**src/rtl/aes_shiftrow_pipe.sv**
```systemverilog
// AES ShiftRows/InvShiftRows (per-beat mode), Nb = 4/6/8, with a 2-entry output FIFO.
// Latency: 1 cycle. The permutation happens before storage, and out_data is the registered head entry.
// Backpressure: in_ready is the registered (count < 2), so there is no path from out_ready.

module aes_shiftrow_fifo2 #(
  parameter int W = 128
) (
  input  logic         clk,
  input  logic         rst,
  input  logic         flush,
  input  logic         push_vld,
  output logic         push_rdy,
  input  logic [W-1:0] push_dat,
  output logic         pop_vld,
  input  logic         pop_rdy,
  output logic [W-1:0] pop_dat,
  output logic [1:0]   count
);

  logic [W-1:0] mem [2];
  logic         wptr;
  logic         rptr;
  logic         push;
  logic         pop;
  logic [1:0]   count_nxt;

  // flush wins over any transfer in the same cycle
  assign push    = push_vld && push_rdy && !flush;
  assign pop     = pop_vld && pop_rdy && !flush;
  assign pop_vld = (count != 2'd0);
  assign pop_dat = mem[rptr];

  always_comb begin
    count_nxt = count;
    if (flush)
      count_nxt = 2'd0;
    else if (push && !pop)
      count_nxt = count + 2'd1;
    else if (pop && !push)
      count_nxt = count - 2'd1;
  end

  always_ff @(posedge clk or posedge rst) begin
    if (rst) begin
      mem[0]   <= '0;
      mem[1]   <= '0;
      wptr     <= 1'b0;
      rptr     <= 1'b0;
      count    <= 2'd0;
      push_rdy <= 1'b0;
    end else begin
      if (push)
        mem[wptr] <= push_dat;
      if (flush) begin
        wptr <= 1'b0;
        rptr <= 1'b0;
      end else begin
        if (push)
          wptr <= ~wptr;
        if (pop)
          rptr <= ~rptr;
      end
      count    <= count_nxt;
      push_rdy <= (count_nxt < 2'd2);
    end
  end

endmodule

module aes_shiftrow_pipe #(
  parameter int NB = 4
) (
  input  logic              clk,
  input  logic              rst,
  input  logic              in_valid,
  output logic              in_ready,
  input  logic [32*NB-1:0]  in_data,
  input  logic              in_inv,
  input  logic              flush,
  output logic              out_valid,
  input  logic              out_ready,
  output logic [32*NB-1:0]  out_data,
  output logic [1:0]        count
);

  localparam int W = 32 * NB;

  if (!(NB == 4 || NB == 6 || NB == 8)) begin : g_bad_nb
    $error("aes_shiftrow_pipe: NB must be 4, 6 or 8");
  end

  // Rijndael row offsets; the 256-bit block uses 3 and 4 on the bottom rows
  function automatic int row_shift(input int r);
    return (NB == 8 && r >= 2) ? r + 1 : r;
  endfunction

  // byte (r,c) lives at index 4*c + r, byte 0 in the top bits
  function automatic logic [W-1:0] shift_rows(input logic [W-1:0] d, input logic inv);
    logic [W-1:0] q;
    int           s;
    int           src;
    q = '0;
    for (int c = 0; c < NB; c++) begin
      for (int r = 0; r < 4; r++) begin
        s   = row_shift(r);
        src = inv ? (c + NB - s) % NB : (c + s) % NB;
        q[W-1-8*(4*c+r) -: 8] = d[W-1-8*(4*src+r) -: 8];
      end
    end
    return q;
  endfunction

  logic [W-1:0] perm_dat;

  always_comb begin
    perm_dat = shift_rows(in_data, in_inv);
  end

  aes_shiftrow_fifo2 #(
    .W (W)
  ) u_fifo (
    .clk      (clk),
    .rst      (rst),
    .flush    (flush),
    .push_vld (in_valid),
    .push_rdy (in_ready),
    .push_dat (perm_dat),
    .pop_vld  (out_valid),
    .pop_rdy  (out_ready),
    .pop_dat  (out_data),
    .count    (count)
  );

endmodule

```
**config.mk**
```make
export PLATFORM = sky130hd
export DESIGN_NAME = aes_shiftrow_pipe
export DESIGN_NICKNAME = d
export VERILOG_FILES = /design/src/rtl/aes_shiftrow_pipe.sv
export SDC_FILE = /design/constraint.sdc
export NUM_CORES = 1
export LEC_CHECK = 0
export CAP_MARGIN = 0
export CELL_PAD_IN_SITES_DETAIL_PLACEMENT = 0
export CELL_PAD_IN_SITES_GLOBAL_PLACEMENT = 1
export CORE_MARGIN = 5
export CORE_UTILIZATION = 40
export CTS_CLUSTER_SIZE = 30
export DETAILED_ROUTE_END_ITERATION = 6
export HOLD_SLACK_MARGIN = 0.03
export MAX_ROUTING_LAYER = met4
export PLACE_DENSITY_LB_ADDON = 0.15
export SYNTH_ARGS = -nofsm -noshare
export SYNTH_HDL_FRONTEND = slang
export SYNTH_SLANG_ARGS = --single-unit
```
**constraint.sdc**
```tcl
create_clock -name clk -period 11.6 [get_ports clk]
set_input_delay 2.32 -clock clk [delete_from_list [all_inputs] [get_ports clk]]
set_output_delay 2.32 -clock clk [all_outputs]
set_load 0.02 [all_outputs]
```
Yosys cells after proc, flatten, opt, wreduce, memory -nomap -nowiden
Index checks and enable logic that the tools add are counted.
- add/subtract/negate cells: 18
- order comparisons: 4
- shift-type cells: 8
- mux-type cells: 17
- bitwise logic cells: 4
- reductions and logical operators: 13
- operator list (kind ; number):
    $shiftx A135 B32 Y8 ; 5
    $mux W128 ; 4
    $shiftx A135 B9 Y8 ; 3
    $bwmux W256 ; 1
    $sub A8 B32 Y32 const A ; 5
    $demux W128 S1 ; 1
    $add A29 B3 Y29 const B ; 3
    $add A29 B2 Y29 const B ; 2
    $sub A7 B8 Y9 const A ; 3
    $mux W2 ; 7
    $add A4 B1 Y5 const B ; 2
    $logic_and A1 B1 Y1 ; 7
    $reduce_bool A2 Y1 ; 3
    $add A4 B2 Y5 const B ; 1
    $ge A2 B2 Y1 const B ; 2
    $mux W1 ; 4
    $not A1 Y2 ; 2
    $logic_not A1 Y1 ; 3
    $add A2 B1 Y2 const B ; 1
    $lt A2 B1 Y1 const B ; 1
    $lt A2 B2 Y1 const B ; 1
    $not A1 Y1 ; 2
    $sub A2 B1 Y2 const B ; 1
- register bits after elaboration: 261
- bits of input ports: 134
- output and inout bits: 132

Depth between registers and ports, before layout
- depth after elaboration: 8
- gate-level depth with buffers: 6
- gate-level depth less buffers: 5

By module
From an unflattened synthesis, not the netlist that was laid out.
- cell total of the unflattened synthesis: 782
- area total of the unflattened synthesis: 12913.6 um2
- modules (own cells, without submodules) (module ; instances ; cells each ; area each (um2) ; seq. area each (um2)):
    aes_shiftrow_fifo2 ; 1 ; 711 ; 11836.4 ; 6531.3
    aes_shiftrow_pipe ; 1 ; 71 ; 1077.3 ; 0.0

Least setup slack after synthesis
Ideal clock, no wire load.
- path kind: reg2out
- start point: register u_fifo.rptr
- end point: output out_data[0]
- arrival time: 1.196 ns
- required time: 9.280 ns
- slack: 8.084 ns
- cell stages (with the launch flop): 4
- path through: dfrtp_1 clkbuf_1 buf_2 mux2_2
- cells in the longest elaborated chain, start to end: 4
- ends and longest elaborated chain (element ; line ; text):
    start: declaration ; 22 ; logic rptr;
    start signal: assignment ; 61 ; rptr <= ~rptr;
    $not A1 Y2 (implied by the code) ; 31 ; assign pop_dat = mem[rptr];
    $mux W128 (implied by the code) (3 in series) ; 31 ;
    end: declaration ; 82 ; output logic [32*NB-1:0] out_data,
Every way passes these cells. The select of a mux whose other input is x is not followed.

Worst setup path in the final report
- start point: register u_fifo.rptr
- end point: output out_data[2]
The elaborated chain is that of the path after synthesis.

==> out/results.tsv <==
metric	value	unit
CTS tree	built	
FF-to-FF path depth	4	
vias per inst	4.88	
Clk Latency, worst-skew pair	0.55	ns
global-route wire length before repair	45.3	mm
layout cells sized above 1	0.266	
Least-Margin Pin Slew	1.01	ns
Final GP Congestion	0.743	
placed instance area	14900	um^2
Worst EP required	9.28	ns
initial antenna violation count	2	
Hold Vio Cnt, Final	0	
syn_nets	1055	
1st-iter DRT viols	270	
post-route cell area	15900	um^2
Max IR drop VDD	0.000160	V
IO Count	266	
Power Total	4790	uW
Yosys warning count	0	
ANT nets after route	0	
Hold WS	0.473	ns
DRC Markers	0	
CTS Buffer Depth	3	
critical path type	reg -> out	
clk_skew	0.0103	ns
number of global-route vias before repair	8178	
WL per Instance	18.1	um
hold endpoint	u_fifo.mem[83]	
Mapped Avg Cell Area	13.2	um^2
Hold Path Class	reg -> reg	
hpwl dp	18.4	mm
Setup WS pre-CTS	6.24	ns
max-slew headroom at the worst pin	0.326	
Seq/Total Area, Yosys	0.539	
crit-path max cell delay	1.07	ns
hold_sp	u_fifo.mem[83]	
Static Leak	0.00695	uW
FF-to-FF setup slack	8.74	ns
RSZ-0062 raised after global routing	no	
Hold Path Stages	2	
crit path max fanout	65	
Synth Cell Area	12100	um^2
Worst EP arrival	3.54	ns
die area	33900	um^2
CP max stage cell	dfrtp_4	
Yosys cell types	24	
Power Density	301	nW/um^2
final setup fails	0	
Gate Count Post-Synth	920	
max-slew violations	0	
final worst-path cycle share	0.506	
Critical Path Start Type	register	
Max Cap Violations	0	
starting density of the core	0.407	
core area	29800	um^2
Chip Height	184	um
Final Net Count	1297	
Num CTS Buffers	30	
num rows	63	
vias after detailed routing	7691	
router iterations before antenna repair	5	
Setup TNS	0	ns
min Tclk post-route	5.86	ns
Peak Freq	171	MHz
PortBufs	265	
Reg2Reg Capture Point	u_fifo.mem[79]	
hold buffers post-CTS	0	
Area growth syn-to-layout	31.2	%
overall routing resource usage	0.169	
register bit total from synthesis	261	
Final WS setup	5.74	ns
TritonCTS Sinks	261	
PostCTS Resize Cnt	0	
Routed WL	28.4	mm
Root Driver	clkbuf_16	
Setup crit end kind	output port	
largest net degree at the start of global routing	140	
status	completed	
htree depth	1	
Die Wd	184	um
Post CTS Setup Buffer Count	0	
grt ovf	0	
worst r2r src	u_fifo.push_rdy	
register clock-pin slew on the reported worst setup and hold paths	0.06	ns
CP cell instances	buf_4, mux2_2, clkdlybuf4s50_1	
## report_power, final
group | internal (uW) | total (uW) | switching, uW
clock network | 580 | 951 | 372
registers | 1360 | 1620 | 258
logic | 1230 | 2220 | 986
total | 3170 | 4790 | 1620
## placed cells by master, fill, tap and decap left out, drive strengths merged, types with 2 or more instances in the layout
master,synthesis,final
inv,4,4
mux2,257,257
clkinv,0,6
clkdlybuf4s50,0,264
nand2,65,65
a21oi,64,64
bufinv,0,2
a211oi,2,2
nor2,67,67
buf,59,9
mux2i,64,64
dfrtp,261,261
diode,0,2
o21ai,64,64
clkbuf,4,45
## worst max path at each step
stage,startpoint,to,slack (ns)
3_3_place_gp,u_fifo.rptr,out_data[118],6.23
2_1_floorplan,rst,u_fifo.count[0],2.10
5_1_grt,u_fifo.rptr,out_data[2],5.56
4_1_cts,u_fifo.rptr,out_data[116],5.65
6_report,u_fifo.rptr,out_data[2],5.74
3_5_place_dp,flush,u_fifo.mem[79],6.24
## kinds of logic (layout without fill, tap and decap cells)
family | after synthesis | after routing | synth area share
xor gates and xnor gates | 3 | 3 | 0.00330
and+or+nand+nor | 136 | 136 | 0.0437
DFF | 261 | 261 | 0.539
other | 0 | 2 | 0
muxes | 321 | 321 | 0.319
adders and majority gates | 1 | 1 | 0.00103
buffers and inverters | 67 | 330 | 0.0393
AOI/OAI and AO/OA | 131 | 131 | 0.0548
## critical path, delay by kind of cell (launching register included)
kind	cells	cell delay, ns
buffers and inverters	2	1.44
multiplexers	1	0.41
flip-flops	1	1.07
## through the flow
| step | utilization | cells |
|---|---|---|
| 2_1_floorplan | - | 920 |
| 3_3_place_gp | 0.500 | 1520 |
| 3_5_place_dp | 0.500 | 1520 |
| 4_1_cts | 0.533 | 1573 |
| 5_1_grt | 0.534 | 1575 |
| 6_report | 0.534 | 1575 |
## routing by layer
metal	GRT usage	wire length, um	up-vias
li1	-	-	3721
met1	0.232	13400	3744
met2	0.260	12700	181
met3	0.0369	1660	45
met4	0.0358	613	0
met5	-	0	-
## cells in the mapped netlist, drive strengths merged
cell type  instances  area (um^2)
a211oi             2         15.0
nand2             65          244
nor2              67          251
nand4b             1         8.76
xor2               1         8.76
a21oi             64          320
mux2             257         3230
and3               1         6.26
mux2i             64          641
xnor2              1         8.76
buf               59          447
clkbuf             4         15.0
o21ai             64          320
dfrtp            261         6530
xnor3              1         22.5
nor2b              1         6.26
ha                 1         12.5
inv                4         15.0
a211o              1         8.76
and4bb             1         12.5
## flip-flops by register name, indices dropped and copies added, names as in the netlist
register,flops
u_fifo.mem,256
u_fifo.count,2
u_fifo.push_rdy,1
u_fifo.rptr,1
u_fifo.wptr,1
## cell type report
type	instances	area (um^2)
fillers	2613	13900
diodes	2	5.00
multi-input cells	592	5120
well taps	390	488
flip-flops and latches	261	6540
inverters	4	22.5
repair buffers	273	2720
clock buffers	45	907
clock inverters	8	101
No activity file was read; power rests on OpenSTA's default activity.
